===== config.mk =====
export PLATFORM = sky130hd
export DESIGN_NAME = apb_req_arbiter
export DESIGN_NICKNAME = d
export VERILOG_FILES = /design/src/rtl/apb_req_arbiter.sv
export SDC_FILE = /design/constraint.sdc
export NUM_CORES = 1
export LEC_CHECK = 0
export ABC_AREA = 0
export CORE_MARGIN = 3
export CORE_UTILIZATION = 43
export DETAILED_ROUTE_END_ITERATION = 12
export GPL_TIMING_DRIVEN = 0
export HOLD_SLACK_MARGIN = 0.08
export PLACE_DENSITY = 0.88
export SETUP_SLACK_MARGIN = 0.4
export SLEW_MARGIN = 20
export SYNTH_ARGS = -nofsm -noshare
export SYNTH_HDL_FRONTEND = slang
export SYNTH_SLANG_ARGS = --single-unit

===== constraint.sdc =====
create_clock -name clk -period 6.8 [get_ports clk]
set_input_delay 1.7 -clock clk [delete_from_list [all_inputs] [get_ports clk]]
set_output_delay 1.7 -clock clk [all_outputs]
set_load 0.1 [all_outputs]

===== src/rtl/apb_req_arbiter.sv =====
// Round-robin arbiter sharing one APB master port among NUM_REQ requesters.
// Latches the winner's payload, holds the transfer until PREADY or timeout, then returns the response.
module apb_req_arbiter #(
  parameter int unsigned NUM_REQ = 4,
  parameter int unsigned ADDR_W  = 12,
  parameter int unsigned DATA_W  = 32,
  parameter int unsigned TIMEOUT = 255
) (
  input  logic                        clk,
  input  logic                        rst,
  input  logic [NUM_REQ-1:0]          req_valid,
  input  logic [NUM_REQ-1:0]          req_wr,
  input  logic [NUM_REQ*ADDR_W-1:0]   req_addr,
  input  logic [NUM_REQ*DATA_W-1:0]   req_wdata,
  output logic [NUM_REQ-1:0]          req_ready,
  output logic [NUM_REQ-1:0]          rsp_valid,
  output logic [DATA_W-1:0]           rsp_rdata,
  output logic                        rsp_err,
  output logic                        sel,
  output logic                        wr_in,
  output logic [ADDR_W-1:0]           addr_in,
  output logic [DATA_W-1:0]           data_in,
  input  logic                        PREADY,
  input  logic [DATA_W-1:0]           prdata
);

  localparam int unsigned GW = $clog2(NUM_REQ);
  localparam int unsigned TW = (TIMEOUT < 2) ? 1 : $clog2(TIMEOUT);

  localparam logic [1:0] S_IDLE = 2'd0;
  localparam logic [1:0] S_BUSY = 2'd1;
  localparam logic [1:0] S_DONE = 2'd2;

  logic [1:0]         state, state_nxt;
  logic [GW-1:0]      last_grant, last_grant_nxt;
  logic [TW-1:0]      timer, timer_nxt;
  logic [NUM_REQ-1:0] req_ready_nxt, rsp_valid_nxt;
  logic [DATA_W-1:0]  rsp_rdata_nxt, data_in_nxt;
  logic               rsp_err_nxt, sel_nxt, wr_in_nxt;
  logic [ADDR_W-1:0]  addr_in_nxt;
  logic               found;
  logic [GW-1:0]      cand, winner;

  // Round-robin search starting one past the last grant.
  always_comb begin
    found  = 1'b0;
    winner = '0;
    cand   = '0;
    for (int unsigned i = 1; i <= NUM_REQ; i++) begin
      cand = GW'((32'(last_grant) + i) % NUM_REQ);
      if (!found && req_valid[cand]) begin
        found  = 1'b1;
        winner = cand;
      end
    end
  end

  // Next-state and next-output logic; every output is registered below.
  always_comb begin
    state_nxt      = state;
    last_grant_nxt = last_grant;
    timer_nxt      = timer;
    req_ready_nxt  = '0;
    rsp_valid_nxt  = '0;
    rsp_rdata_nxt  = rsp_rdata;
    rsp_err_nxt    = rsp_err;
    sel_nxt        = sel;
    wr_in_nxt      = wr_in;
    addr_in_nxt    = addr_in;
    data_in_nxt    = data_in;
    case (state)
      S_IDLE: begin
        sel_nxt   = 1'b0;
        timer_nxt = '0;
        if (found) begin
          state_nxt             = S_BUSY;
          sel_nxt               = 1'b1;
          wr_in_nxt             = req_wr[winner];
          addr_in_nxt           = req_addr[32'(winner)*ADDR_W +: ADDR_W];
          data_in_nxt           = req_wdata[32'(winner)*DATA_W +: DATA_W];
          last_grant_nxt        = winner;
          req_ready_nxt[winner] = 1'b1;
        end
      end
      S_BUSY: begin
        timer_nxt = timer + TW'(1);
        // PREADY takes priority over a coincident timeout.
        if (PREADY) begin
          state_nxt                 = S_DONE;
          sel_nxt                   = 1'b0;
          rsp_valid_nxt[last_grant] = 1'b1;
          rsp_rdata_nxt             = wr_in ? '0 : prdata;
          rsp_err_nxt               = 1'b0;
        end else if (timer == TW'(TIMEOUT - 1)) begin
          state_nxt                 = S_DONE;
          sel_nxt                   = 1'b0;
          rsp_valid_nxt[last_grant] = 1'b1;
          rsp_rdata_nxt             = '0;
          rsp_err_nxt               = 1'b1;
        end
      end
      S_DONE: begin
        state_nxt     = S_IDLE;
        sel_nxt       = 1'b0;
        timer_nxt     = '0;
        rsp_rdata_nxt = '0;
        rsp_err_nxt   = 1'b0;
      end
      default: begin
        state_nxt = S_IDLE;
        sel_nxt   = 1'b0;
        timer_nxt = '0;
      end
    endcase
  end

  // State and output registers with synchronous active-low reset.
  always_ff @(posedge clk) begin
    if (!rst) begin
      state      <= S_IDLE;
      last_grant <= GW'(NUM_REQ - 1);
      timer      <= '0;
      req_ready  <= '0;
      rsp_valid  <= '0;
      rsp_rdata  <= '0;
      rsp_err    <= 1'b0;
      sel        <= 1'b0;
      wr_in      <= 1'b0;
      addr_in    <= '0;
      data_in    <= '0;
    end else begin
      state      <= state_nxt;
      last_grant <= last_grant_nxt;
      timer      <= timer_nxt;
      req_ready  <= req_ready_nxt;
      rsp_valid  <= rsp_valid_nxt;
      rsp_rdata  <= rsp_rdata_nxt;
      rsp_err    <= rsp_err_nxt;
      sel        <= sel_nxt;
      wr_in      <= wr_in_nxt;
      addr_in    <= addr_in_nxt;
      data_in    <= data_in_nxt;
    end
  end

endmodule


### Word level (Yosys, flattened, before mapping)

Index checks and enable logic that the tools add are counted.

* eq/ne operators: 5
* reduce and logical (&&, ||, !) cells: 15
* shift-type cells: 2
* muxes and demuxes: 39
* $mul: 1
* add/sub/neg operators: 5
* order comparisons: 8

Operators by type and width (number)
* variable part select 128 x 8 -> 32 bit: 1
* two-way mux 32 bit: 3
* one-hot mux 32 bit (2 select lines): 1
* variable part select 48 x 7 -> 12 bit: 1
* less-than comparator 2 x 3 -> 1 bit (second input constant): 6
* two-way mux 1 bit: 16
* two-way mux 2 bit: 7
* binary-select mux 1 bit (select 2 bit): 5
* adder 8 x 1 -> 8 bit (second input constant): 1
* == test 8 bit (second input constant): 1
* two-way mux 4 bit: 2
* AND reduction 2 bit: 4
* logical AND 1 bit: 5
* adder 2 x 1 -> 2 bit (second input constant): 2
* adder 2 bit (second input constant): 2
* demux 1 bit (select 2 bit): 2
* >= comparator 2 x 1 -> 1 bit (second input constant): 2
* multiplier 2 x 2 -> 4 bit (second input constant): 1
* one-hot mux 1 bit (2 select lines): 2
* one-hot mux 2 bit (2 select lines): 1
* logical NOT 1 bit: 3
* inequality test 3 bit (second input constant): 1
* AND reduction 3 bit: 1
* == test 2 x 1 -> 1 bit (second input constant): 1
* other kinds (4): 4

* input bits: 219
* logic and storage cells: 86
* bits in registers: 99

### Longest topological paths before layout

* depth after elaboration: 17
* mapped depth: 12
* depth with buffers taken out: 8

### Worst setup path before layout

OpenSTA, ideal clock, no wires.

* path type: input-to-reg
* from: input port req_valid[3]
* to: register addr_in[11]
* data arrival time: 3.200 ns
* library setup time: 0.136 ns
* path buffers: 3
* slack: 3.465 ns
* cell stages on the path: 9
* path through: buf_2 mux2_2 mux2i_1 nand2_2 a21o_1 buf_6 buf_6 a211oi_1 o221ai_1

* longest elaborated chain between the ends: 14
* elaborated cells on any way between the ends: 25

RTL lines
* from (decl): RTL line 11 `input logic [NUM_REQ-1:0] req_valid,`
* binary-select mux 1 bit (select 2 bit): RTL line 51 `if (!found && req_valid[cand]) begin`
* two-way mux 1 bit (implied by the code): RTL line 51
* two-way mux 1 bit: RTL line 51
* logical NOT 1 bit: RTL line 51
* logical AND 1 bit: RTL line 51
* two-way mux 1 bit: RTL line 51
* logical NOT 1 bit: RTL line 51
* logical AND 1 bit: RTL line 51
* two-way mux 1 bit: RTL line 51
* logical NOT 1 bit: RTL line 51
* logical AND 1 bit: RTL line 51
* two-way mux 2 bit: RTL line 51
* multiplier 2 x 2 -> 4 bit: RTL line 79 `addr_in_nxt = req_addr[32'(winner)*ADDR_W +: ADDR_W];`
* variable part select 48 x 7 -> 12 bit: RTL line 79
* to (signal assigned): RTL line 141 `addr_in <= addr_in_nxt;`
* to (decl): RTL line 21 `output logic [ADDR_W-1:0] addr_in,`

Several ways; a longest one is shown, not always the timed one. The select of a mux whose other input is x is not followed.
A chain may end at the register's enable or synchronous reset.

### Worst setup path after layout

* from: input port req_valid[1]
* to: register data_in[25]

* longest elaborated chain between the ends: 13
* elaborated cells on any way between the ends: 24

RTL lines
* binary-select mux 1 bit (select 2 bit): RTL line 51
* two-way mux 1 bit (implied by the code): RTL line 51
* two-way mux 1 bit: RTL line 51
* logical NOT 1 bit: RTL line 51
* logical AND 1 bit: RTL line 51
* two-way mux 1 bit: RTL line 51
* logical NOT 1 bit: RTL line 51
* logical AND 1 bit: RTL line 51
* two-way mux 1 bit: RTL line 51
* logical NOT 1 bit: RTL line 51
* logical AND 1 bit: RTL line 51
* two-way mux 2 bit / two-way mux 1 bit (equally long branches): RTL line 51
* variable part select 128 x 8 -> 32 bit / AND reduction 2 bit (equally long branches)
* to (signal assigned): RTL line 142 `data_in <= data_in_nxt;`
* to (decl): RTL line 22 `output logic [DATA_W-1:0] data_in,`

Several ways; a longest one is shown, not always the timed one. The select of a mux whose other input is x is not followed.

==> key figures <==
Timing
  – Min Hold Slack: roughly 0.47 ns
  – Final Max Slew Viols: 0
  – Fmax: 0.235 GHz
  – Fin crit share: between 60% and 70%
  – Clock skew: 0.00936 ns
  – Final worst slack: approximately 2.5 ns
  – Rel. slew slack: about 25%
  – Least-Margin Pin Slew: about 1.1 ns
  – RSZ-0062 raised after global routing: no
  – Min Tclk post-route: between 4 and 5 ns
  – TNS Setup: 0 ns
  – Setup violators final: 0
  – Hold Vio Cnt, Final: 0

Route
  – Initial DRC Count: 450
  – Drt via density: between 5 and 6
  – DRT Pass-1 Iters: 5
  – Drt total wl: roughly 23000 µm
  – Routed length per instance: between 15 and 20 µm
  – Final ANT Viol Nets: 0
  – # DRC: 0
  – Via count: 6681

Worst setup path
  – Startpoint Class: input pin
  – CP max FO: 10
  – Reg-to-reg startpoint: last_grant[0]$_SDFFE_PN1P_
  – WP data required: roughly 7 ns
  – CP arrival: around 4.5 ns
  – Crit path from: req_valid[1]
  – Crit path capture type: flip-flop
  – Crit Path Class: input pin to flip-flop

Clock network
  – CTS tree: built
  – Hold Buf Count CTS: 0
  – Reg clk slew, reported paths: 0.07 ns
  – TritonCTS Buffers: 9
  – Post-CTS Setup Bufs: 0
  – Number of clock sinks: a little under 100
  – H-tree Lvls: 3
  – Later-pin clock latency in the skew report: 0.35 ns
  – Post_cts resized: 0
  – CTS root buf: clkbuf_16
  – Max clock buf depth: 2

Synthesis
  – Synth Area per Inst: ~8.6 µm²
  – Post-Syn Nets: 901
  – Synth top area share: 33.9%
  – EDFF count, synth: 0
  – Top post-synthesis cells by area: dfxtp_1 (34%), mux2i_1 (7.0%), a21boi_0 (5.0%)
  – Mapped Cells: about 680
  – Asr flop ratio synth: 0%
  – Synthesis Warnings: 0
  – Mapped Area: roughly 5800 µm²
  – Flop and latch count out of synthesis: 99
  – Sequential share of the synthesized area: approximately a third
  – Synth cell types: 59
  – Top FF cell, synth: dfxtp_1
  – Synth area leader: dfxtp_1

Pwr
  – VDD IR max: about 0.00029 V
  – PwrDens: approximately 420 nW/µm²
  – Overall Power: 3.96 mW
  – Leakage: about 3.6 nW

Cells and area
  – Final Cell Area: ~9400 µm²
  – Fillcell total: a little over 1000
  – Layout cells sized above 1: about 7%
  – Commonest cells after routing, fill and taps aside: clkdlybuf4s50_1 (304), dfxtp_1 (99), nor2_1 (57)
  – Area growth, synth to finish: 60.8%
  – Nets: 1216
  – Commonest non-fill, non-tap cell in the layout: clkdlybuf4s50_1
  – Antenna Cells: 0

Placed design
  – Dpl hpwl: ~18000 µm
  – Buffers on Ports: about 300
  – GP Congestion: 0.899
  – Placed instance area: approximately 9100 µm²
  – Place WS: between 2 and 2.5 ns

Floorplanning
  – Ports: 306
  – Die area: between 15000 and 20000 µm²
  – Horiz. Die Dim: roughly 120 µm
  – Row count: a little over 40
  – Die height: 123 µm
  – Initial Utilization: roughly 45%
  – Core Box Area: roughly 13000 µm²

Flow run
  – Maximum Capacitance Violations: 0

Global routing
  – GR Overflow Total: 0
  – First-pass GRT wire length: around 35000 µm
  – GR Util All Layers: around 30%
  – Largest net degree at the start of global routing: 18
  – Vias in the first global route: 6620
  – Initial antenna violation count: 0

Run status
  – Status: completed

Worst hold path
  – Worst hold path type: flip-flop to flip-flop
  – Hold Crit Start: sel$_SDFFE_PN0P_
==> per-layer routing <==
metal  global-route usage (%)  share of wire, %  up-vias
met1                     35.0                39     3111
li1                         -                 -     3179
met5                        0                 0        -
met4                     11.3               3.5        0
met2                     52.1                50      333
met3                     7.37               8.0       58
==> power breakdown <==
group	total (mW)	leakage [nW]	switching, mW	internal (mW)
sequential	0.826	0.811	0.0948	0.731
combinational	2.62	2.68	1.84	0.776
clock	0.514	0.140	0.241	0.273
total	3.96	3.63	2.18	1.78
==> critical path, stage by stage <==
cell	delay (ns)
clkdlybuf4s50_1	0.50
buf_2	0.23
nor4_1	0.38
nor3_1	0.13
nor2_1	0.86
clkbuf_1	0.46
nand2_1	0.14
o211ai_1	0.13
==> stage by stage <==
stage,util [%],std cells
after CTS,72.4,1168
after global routing,72.4,1168
after detailed placement,70.2,1152
final,72.4,1168
after floorplan,-,676
after global placement,70.2,1152
==> registers in the layout, indices dropped and copies added (netlist names), 2 cells and up <==
name and flops:
timer 8, data_in 32, addr_in 12, req_ready 4, rsp_rdata 32, rsp_valid 4
state 2, last_grant 2
==> layout make-up <==
class | count | area (µm²) | share of cell area (%)
Inverter | 23 | 86.3 | 0.918
Multi-Input combinational cell | 485 | 3400 | 36.1
Clock buffer | 11 | 253 | 2.69
Timing Repair Buffer | 304 | 3040 | 32.4
Buffer | 69 | 383 | 4.07
Sequential cell | 99 | 1980 | 21.1
Tap cell | 172 | 215 | 2.29
Clock inverter | 5 | 43.8 | 0.466
==> worst paths after layout <==
kind	end	slack [ns]	cells after the start
setup reg to reg	addr_in[4]$_SDFFE_PN0P_	3.50	11
hold reg to reg	sel$_SDFFE_PN0P_	0.47	1
setup / recovery	data_in[25]$_SDFFE_PN0P_	2.54	8
hold / removal	sel$_SDFFE_PN0P_	0.47	1
==> Yosys cell counts, drive strengths merged, types with 4 or more instances <==
library cell and number:
o211ai 39, a211oi 33, nand3 12, clkbuf 34
nor2b 4, nand2 48, mux2i 42, nor3 19
and2 5, nor2 57, dfxtp 99, and3 38
o221ai 18, xor2 4, a21o 4, a21oi 7
ha 6, inv 22, a21boi 54, a22oi 32
o2111ai 28, o21ai 5, buf 35
==> kinds of logic after synthesis <==
group           Yosys count  synth area share [%]
compound gates          235                  32.2
xor+xnor                  6                 0.899
fa+ha+maj                 6                  1.28
buf+inv                  92                  8.02
flops                    99                  33.9
mux                      44                  7.64
simple gates            194                  16.1
Note: power is estimated with default switching activity, not from simulation.
